--- config.mk ---
export PLATFORM = sky130hd
export DESIGN_NAME = mem_port_arbiter
export DESIGN_NICKNAME = d
export VERILOG_FILES = /design/src/rtl/mem_port_arbiter.sv
export SDC_FILE = /design/constraint.sdc
export NUM_CORES = 1
export LEC_CHECK = 0
export ABC_CLOCK_PERIOD_IN_PS = 2700
export CAP_MARGIN = 15
export CORE_AREA = 2 2 117 119
export CTS_CLUSTER_SIZE = 10
export DETAILED_ROUTE_END_ITERATION = 8
export DIE_AREA = 0 0 119 121
export GPL_ROUTABILITY_DRIVEN = 1
export HOLD_SLACK_MARGIN = 0.15
export SLEW_MARGIN = 20
export SYNTH_ARGS = -nofsm -noshare
export SYNTH_HDL_FRONTEND = slang
export SYNTH_SLANG_ARGS = --single-unit
--- constraint.sdc ---
create_clock -name clock -period 2.7 [get_ports clock]
set_input_delay 0.54 -clock clock [delete_from_list [all_inputs] [get_ports clock]]
set_output_delay 0.54 -clock clock [all_outputs]
set_load 0.02 [all_outputs]
--- src/rtl/mem_port_arbiter.sv ---
// Single-ported RAM shared by the pipeline and the debug/loader port; same-cycle combinational grant,
// read data one cycle after the grant, and a denied requester holds its request (pipeline sees stall).
module mem_port_arbiter #(
   parameter int AW       = 32,
   parameter int DW       = 32,
   parameter int MAX_WAIT = 4
) (
   input  logic          clock,
   input  logic          reset,

   input  logic          p_req,
   input  logic          p_we,
   input  logic [AW-1:0] p_addr,
   input  logic [DW-1:0] p_wdata,
   output logic          p_gnt,
   output logic          p_rvalid,
   output logic [DW-1:0] p_rdata,
   output logic          stall,

   input  logic          d_req,
   input  logic          d_we,
   input  logic          d_lock,
   input  logic [AW-1:0] d_addr,
   input  logic [DW-1:0] d_wdata,
   output logic          d_gnt,
   output logic          d_rvalid,
   output logic [DW-1:0] d_rdata,

   output logic [AW-1:0] ram_addr,
   output logic          ram_we,
   output logic [DW-1:0] ram_wdata,
   input  logic [DW-1:0] ram_rdata
);

   typedef enum logic [1:0] {
      IDLE,
      OWN_P,
      OWN_D,
      LOCK_D
   } state_t;

   localparam logic [3:0] WAIT_LIM = 4'(MAX_WAIT);

   state_t     state;
   state_t     state_nxt;
   logic [3:0] wait_cnt;
   logic [3:0] wait_nxt;

   // Reset gates every combinational output so nothing leaks to the RAM while held in reset.
   always_comb begin
      p_gnt = 1'b0;
      d_gnt = 1'b0;
      if (reset) begin
         if (state == LOCK_D) begin
            d_gnt = d_req;
         end else if (p_req && d_req) begin
            if (wait_cnt == WAIT_LIM) begin
               d_gnt = 1'b1;
            end else begin
               p_gnt = 1'b1;
            end
         end else begin
            p_gnt = p_req;
            d_gnt = d_req;
         end
      end
   end

   assign stall = reset & p_req & ~p_gnt;

   always_comb begin
      ram_addr  = '0;
      ram_we    = 1'b0;
      ram_wdata = '0;
      if (p_gnt) begin
         ram_addr  = p_addr;
         ram_we    = p_we;
         ram_wdata = p_wdata;
      end else if (d_gnt) begin
         ram_addr  = d_addr;
         ram_we    = d_we;
         ram_wdata = d_wdata;
      end
   end

   always_comb begin
      state_nxt = IDLE;
      if (state == LOCK_D) begin
         if (d_lock) begin
            state_nxt = LOCK_D;
         end else if (p_req) begin
            state_nxt = OWN_P;
         end else begin
            state_nxt = IDLE;
         end
      end else if (d_gnt && d_lock) begin
         state_nxt = LOCK_D;
      end else if (p_gnt) begin
         state_nxt = OWN_P;
      end else if (d_gnt) begin
         state_nxt = OWN_D;
      end
   end

   // Starvation counter only runs while the debug port is actually waiting.
   always_comb begin
      wait_nxt = 4'd0;
      if (d_req && !d_gnt) begin
         wait_nxt = (wait_cnt < WAIT_LIM) ? wait_cnt + 4'd1 : WAIT_LIM;
      end
   end

   always_ff @(posedge clock or negedge reset) begin
      if (!reset) begin
         state    <= IDLE;
         wait_cnt <= 4'd0;
         p_rvalid <= 1'b0;
         d_rvalid <= 1'b0;
      end else begin
         state    <= state_nxt;
         wait_cnt <= wait_nxt;
         p_rvalid <= p_gnt & ~p_we;
         d_rvalid <= d_gnt & ~d_we;
      end
   end

   assign p_rdata = p_rvalid ? ram_rdata : '0;
   assign d_rdata = d_rvalid ? ram_rdata : '0;

endmodule

# Word-level counts from Yosys, hierarchy flattened
# Cells that the tools add are included.
totals:
  reg_bits: 8
  in_bits: 167
  out_inout_bits: 134
  wordCells: 43
op_classes:
  n_addsub: 1
  order_cmp: 1
  eq_ne: 2
  muxes: 24
  bitwise_logic: 7
  reduce_logical: 4
ops:
  columns: ["op", "n"]
  rows:
  - ["32-bit two-way mux", 6]
  - ["1-bit two-way mux", 11]
  - ["2-bit two-way mux", 5]
  - ["4-bit two-way mux", 2]
  - ["4-bit by 1-bit adder with 4-bit output, second input constant", 1]
  - ["1-bit AND", 4]
  - ["4-bit by 3-bit equality test with 1-bit output, second input constant", 1]
  - ["4-bit by 3-bit < comparator with 1-bit output, second input constant", 1]
  - ["1-bit logical AND", 3]
  - ["1-bit inverter", 3]
  - ["2-bit equality test, second input constant", 1]
  - ["1-bit zero test", 1]

# Longest topological paths before layout
logic_depth:
  depth_word: 9
  depth_mapped: 7
  ltp_nobuf: 5

# Least setup slack after synthesis
# Ideal clock, no wire load.
synth_path:
  path_kind: "reg2out"
  from: "register wait_cnt[0]"
  to: "output port ram_addr[0]"
  arrival_ns: 1.561
  required_ns: 2.160
  setup_slack_ns: 0.599
  stages_incl_launch_ff: 8
  n_path_buf: 2
  cell_sequence: "dfrtp_1 -> inv_1 -> ha_1 -> and4b_4 -> nor3_2 -> buf_4 -> buf_6 -> a22o_1"
synth_between:
  elab_chain_cells: 7
  elab_cells_between_ends: 11
  cone_classes: "eq/ne (1); mux (10)"
synth_rtl:
  columns: ["element", "line_no", "rtl"]
  rows:
  - ["from (decl)", "46", "logic [3:0] wait_cnt;"]
  - ["from (signal assigned)", "121", "wait_cnt <= wait_nxt;"]
  - ["4-bit by 3-bit equality test with 1-bit output (*)", "57", "if (wait_cnt == WAIT_LIM) begin"]
  - ["1-bit two-way mux", "57", null]
  - ["1-bit two-way mux", "56", "end else if (p_req && d_req) begin"]
  - ["1-bit two-way mux", "54", "if (state == LOCK_D) begin"]
  - ["1-bit two-way mux", "53", "if (reset) begin"]
  - ["32-bit two-way mux", "79", "end else if (d_gnt) begin"]
  - ["32-bit two-way mux (*)", "75", "if (p_gnt) begin"]
  - ["to (decl)", "29", "output logic [AW-1:0] ram_addr,"]
# Mark *: on every way between the ends. The rest lies on a longest branch, timed or not.

# Worst setup path after layout
layout_path:
  from: "input port p_req"
  to: "output port ram_addr[1]"
layout_between:
  elab_chain_cells: 6
  elab_cells_between_ends: 9
  cone_classes: "mux (8); reduce/logical (1)"
layout_rtl:
  columns: ["element", "line_no", "rtl"]
  rows:
  - ["from (decl)", "11", "input logic p_req,"]
  - ["1-bit logical AND", "56", null]
  - ["1-bit two-way mux", "56", null]
  - ["1-bit two-way mux", "54", null]
  - ["1-bit two-way mux", "53", null]
  - ["32-bit two-way mux", "79", null]
  - ["32-bit two-way mux (*)", "75", null]
# Marked as above.

==> out/results.tsv <==
metric	value	unit
synth-seq-area-share	0.1340	
start_util	0.1142	
startpoint_type	primary input	
fin_util	0.3570	
postSynthAreaPerCell	8.032	um2
required	2.16	ns
antenna_cells	0	
drv_slew	0	
clk_latency	0.23	ns
synth.area.top_cells	a22o_1 (38%), and2_1 (27%), dfrtp_1 (13%)	
dr.pass1.iters	4	
finalPower	0.001085	W
cts-htree-levels	1	
met3_usage	0.03571	
grt_overflow	0	
drc	0	
yosys.area.top_type	a22o_1	
cp_max_fo	16	
drt_iter0_drc	72	
rsz0062_at_grt	true	
crit_chain	clkdlybuf4s50_1 > nand2_2 > nor3_4 > buf_12 > bufbuf_16 > a22o_1 > buf_4	
cp_num_buf_inv	4	
routed_wl	10460	um
grt_first_pass_wirelength	15040	um
finalSetupViolCount	0	
postRouteAntennaNets	0	
cts_tree	built	
port_buffers	300	
hpwlAfterDp	8569	um
nNetsFinal	663	
crit_path_top_delay_cell	clkdlybuf4s50_1	
num_vias	2711	
clk_path_buf_depth	2	
cpPeakStageDelay	0.50	ns
synth_cell_types	26	
die_w	119	um
avgRoutedWirePerCell	15.66	um
grt_pass1_vias	2681	
cts_root_buf	clkbuf_16	
synth_fp_nets	355	
grt-busiest-layer	met2	
end_kind	primary output	
post-route-period-util	0.9745	
globalplace.congestion	0.7974	
vias_per_cell	4.058	
final-hold-violation-count	0	
std_cell_rows	42	
worstHoldPathType	in -> async	
status	complete, no violations	
cp.arrival	2.09	ns
fmax	380.1	MHz
cts_num_sinks	8	
track_usage	0.1313	
drive_gt1_frac	0.1931	
period_minus_slack	2.631	ns
maxCapViolCount	0	
final_cell_mix	clkdlybuf4s50_1 (231), and2_1 (65), a22o_1 (65)	
instances_no_fill	668	
synthCells	186	
n_fill_cell	1354	
ys_ff_latch	8	
ys_warn_count	0	
path_clk_slew	0.04	ns
areaGrowthSynthToFinish	212.6	%
netlist_area	0.001494	mm2
p_per_area	232.4	mW/mm2
final_common_cell	clkdlybuf4s50_1	
finClkSkew	0.0008267	ns
crit_family	buffers and inverters	
antenna_found_initial	0	
coreArea	0.01309	mm2
use_met2	0.2554	
crit_type	in -> out	
post-place-cells	662	
netlist.area_leader.share	0.3811	
grt_max_degree	34	
die-area	0.01440	mm2
fp.dieH	121	um
numCtsBuffers	3	
use_met1	0.1463	
ir_worst_vdd	0.0001590	V
pin_count	301	
leakage	1.999	nW
worst paths after layout:
path | from | endpoint | slack (ns) | cells past startpoint
min | reset | wait_cnt[2] | 0.42 | 2
max reg2reg | wait_cnt[1] | wait_cnt[1] | 1.16 | 7
min in group clock | wait_cnt[0] | wait_cnt[0] | 0.53 | 2
max in group asynchronous | reset | state[1] | 2.17 | 2
min reg2reg | wait_cnt[0] | wait_cnt[0] | 0.53 | 2
max | p_req | ram_addr[1] | 0.07 | 7
metrics by stage:
stage,TNS [ns],cell area [um2],hold slack (ns),setup WS [ns]
finish,0,4671,0.4206,0.06893
global route,-0.005701,4671,0.4427,-0.005701
CTS,0,4905,0.4254,0.0002363
detailed placement,-29.31,4803,0.5276,-0.4806
global placement,-27.14,4803,0.5128,-0.4573
floorplan,0,1494,0.2444,0.5991
routing by layer:
metal,wire (um),vias up
met1,3835,1226
met3,859,10
li1,-,1304
met5,0,-
met4,119,0
met2,5645,171
state kept, by name, indices dropped and copies added (netlist names):
signal / cells
d_rvalid: 1
p_rvalid: 1
state: 2
wait_cnt: 4
power by group:
part	internal [W]	switching (W)
Combinational	0.000413	0.000297
Clock	0.000190	0.0000526
Sequential	0.000127	0.00000468
Total	0.000731	0.000355
worst register-to-register path, delay by kind of cell, from the launching register on:
kind            cells  cell delay (ns)
compound gates      1             0.11
fa+ha+maj           1             0.20
buf+inv             3             0.37
flops               1             0.35
simple gates        2             0.40
logic make-up after synthesis:
logic type / count (synthesis) / synth area share
buffers and inverters: 24 / 0.09045
AOI/OAI and AO/OA: 73 / 0.4246
adders and majority gates: 2 / 0.01675
DFF: 8 / 0.1340
and+or+nand+nor: 78 / 0.3317
other: 1 / 0.002510
area by class of cell:
class                   instances  area [um2]  area share
repair buffers                323        2993      0.6408
multi-input cells             154        1167      0.2499
well taps                     176       220.2     0.04715
flip-flops and latches          8       200.2     0.04286
clock buffers                   3       75.07     0.01607
inverters                       4       15.01    0.003215
synth_stat cells (all sizes together):
cell / n
nor3: 1
a22oi: 1
and4b: 1
inv: 4
ha: 2
conb: 1
nand2: 3
nand2b: 1
a2bb2oi: 1
nor2b: 1
buf: 14
o21ai: 3
and2: 65
nor4: 2
a22o: 65
nor2: 1
a21oi: 1
nor4b: 1
a31oi: 1
dfrtp: 8
nand4b: 1
clkbuf: 6
nand3b: 1
o31ai: 1
repair_timing:
action                                  in CTS  in global routing
endpoints found under the setup margin      67                 57
buffers inserted                             1                  0
cloned                                       2                  0
pin swaps                                    1                  2
hold buffers                                 0                  0
gates resized for setup                    186                 53
Note: power is estimated with default switching activity, not from simulation.
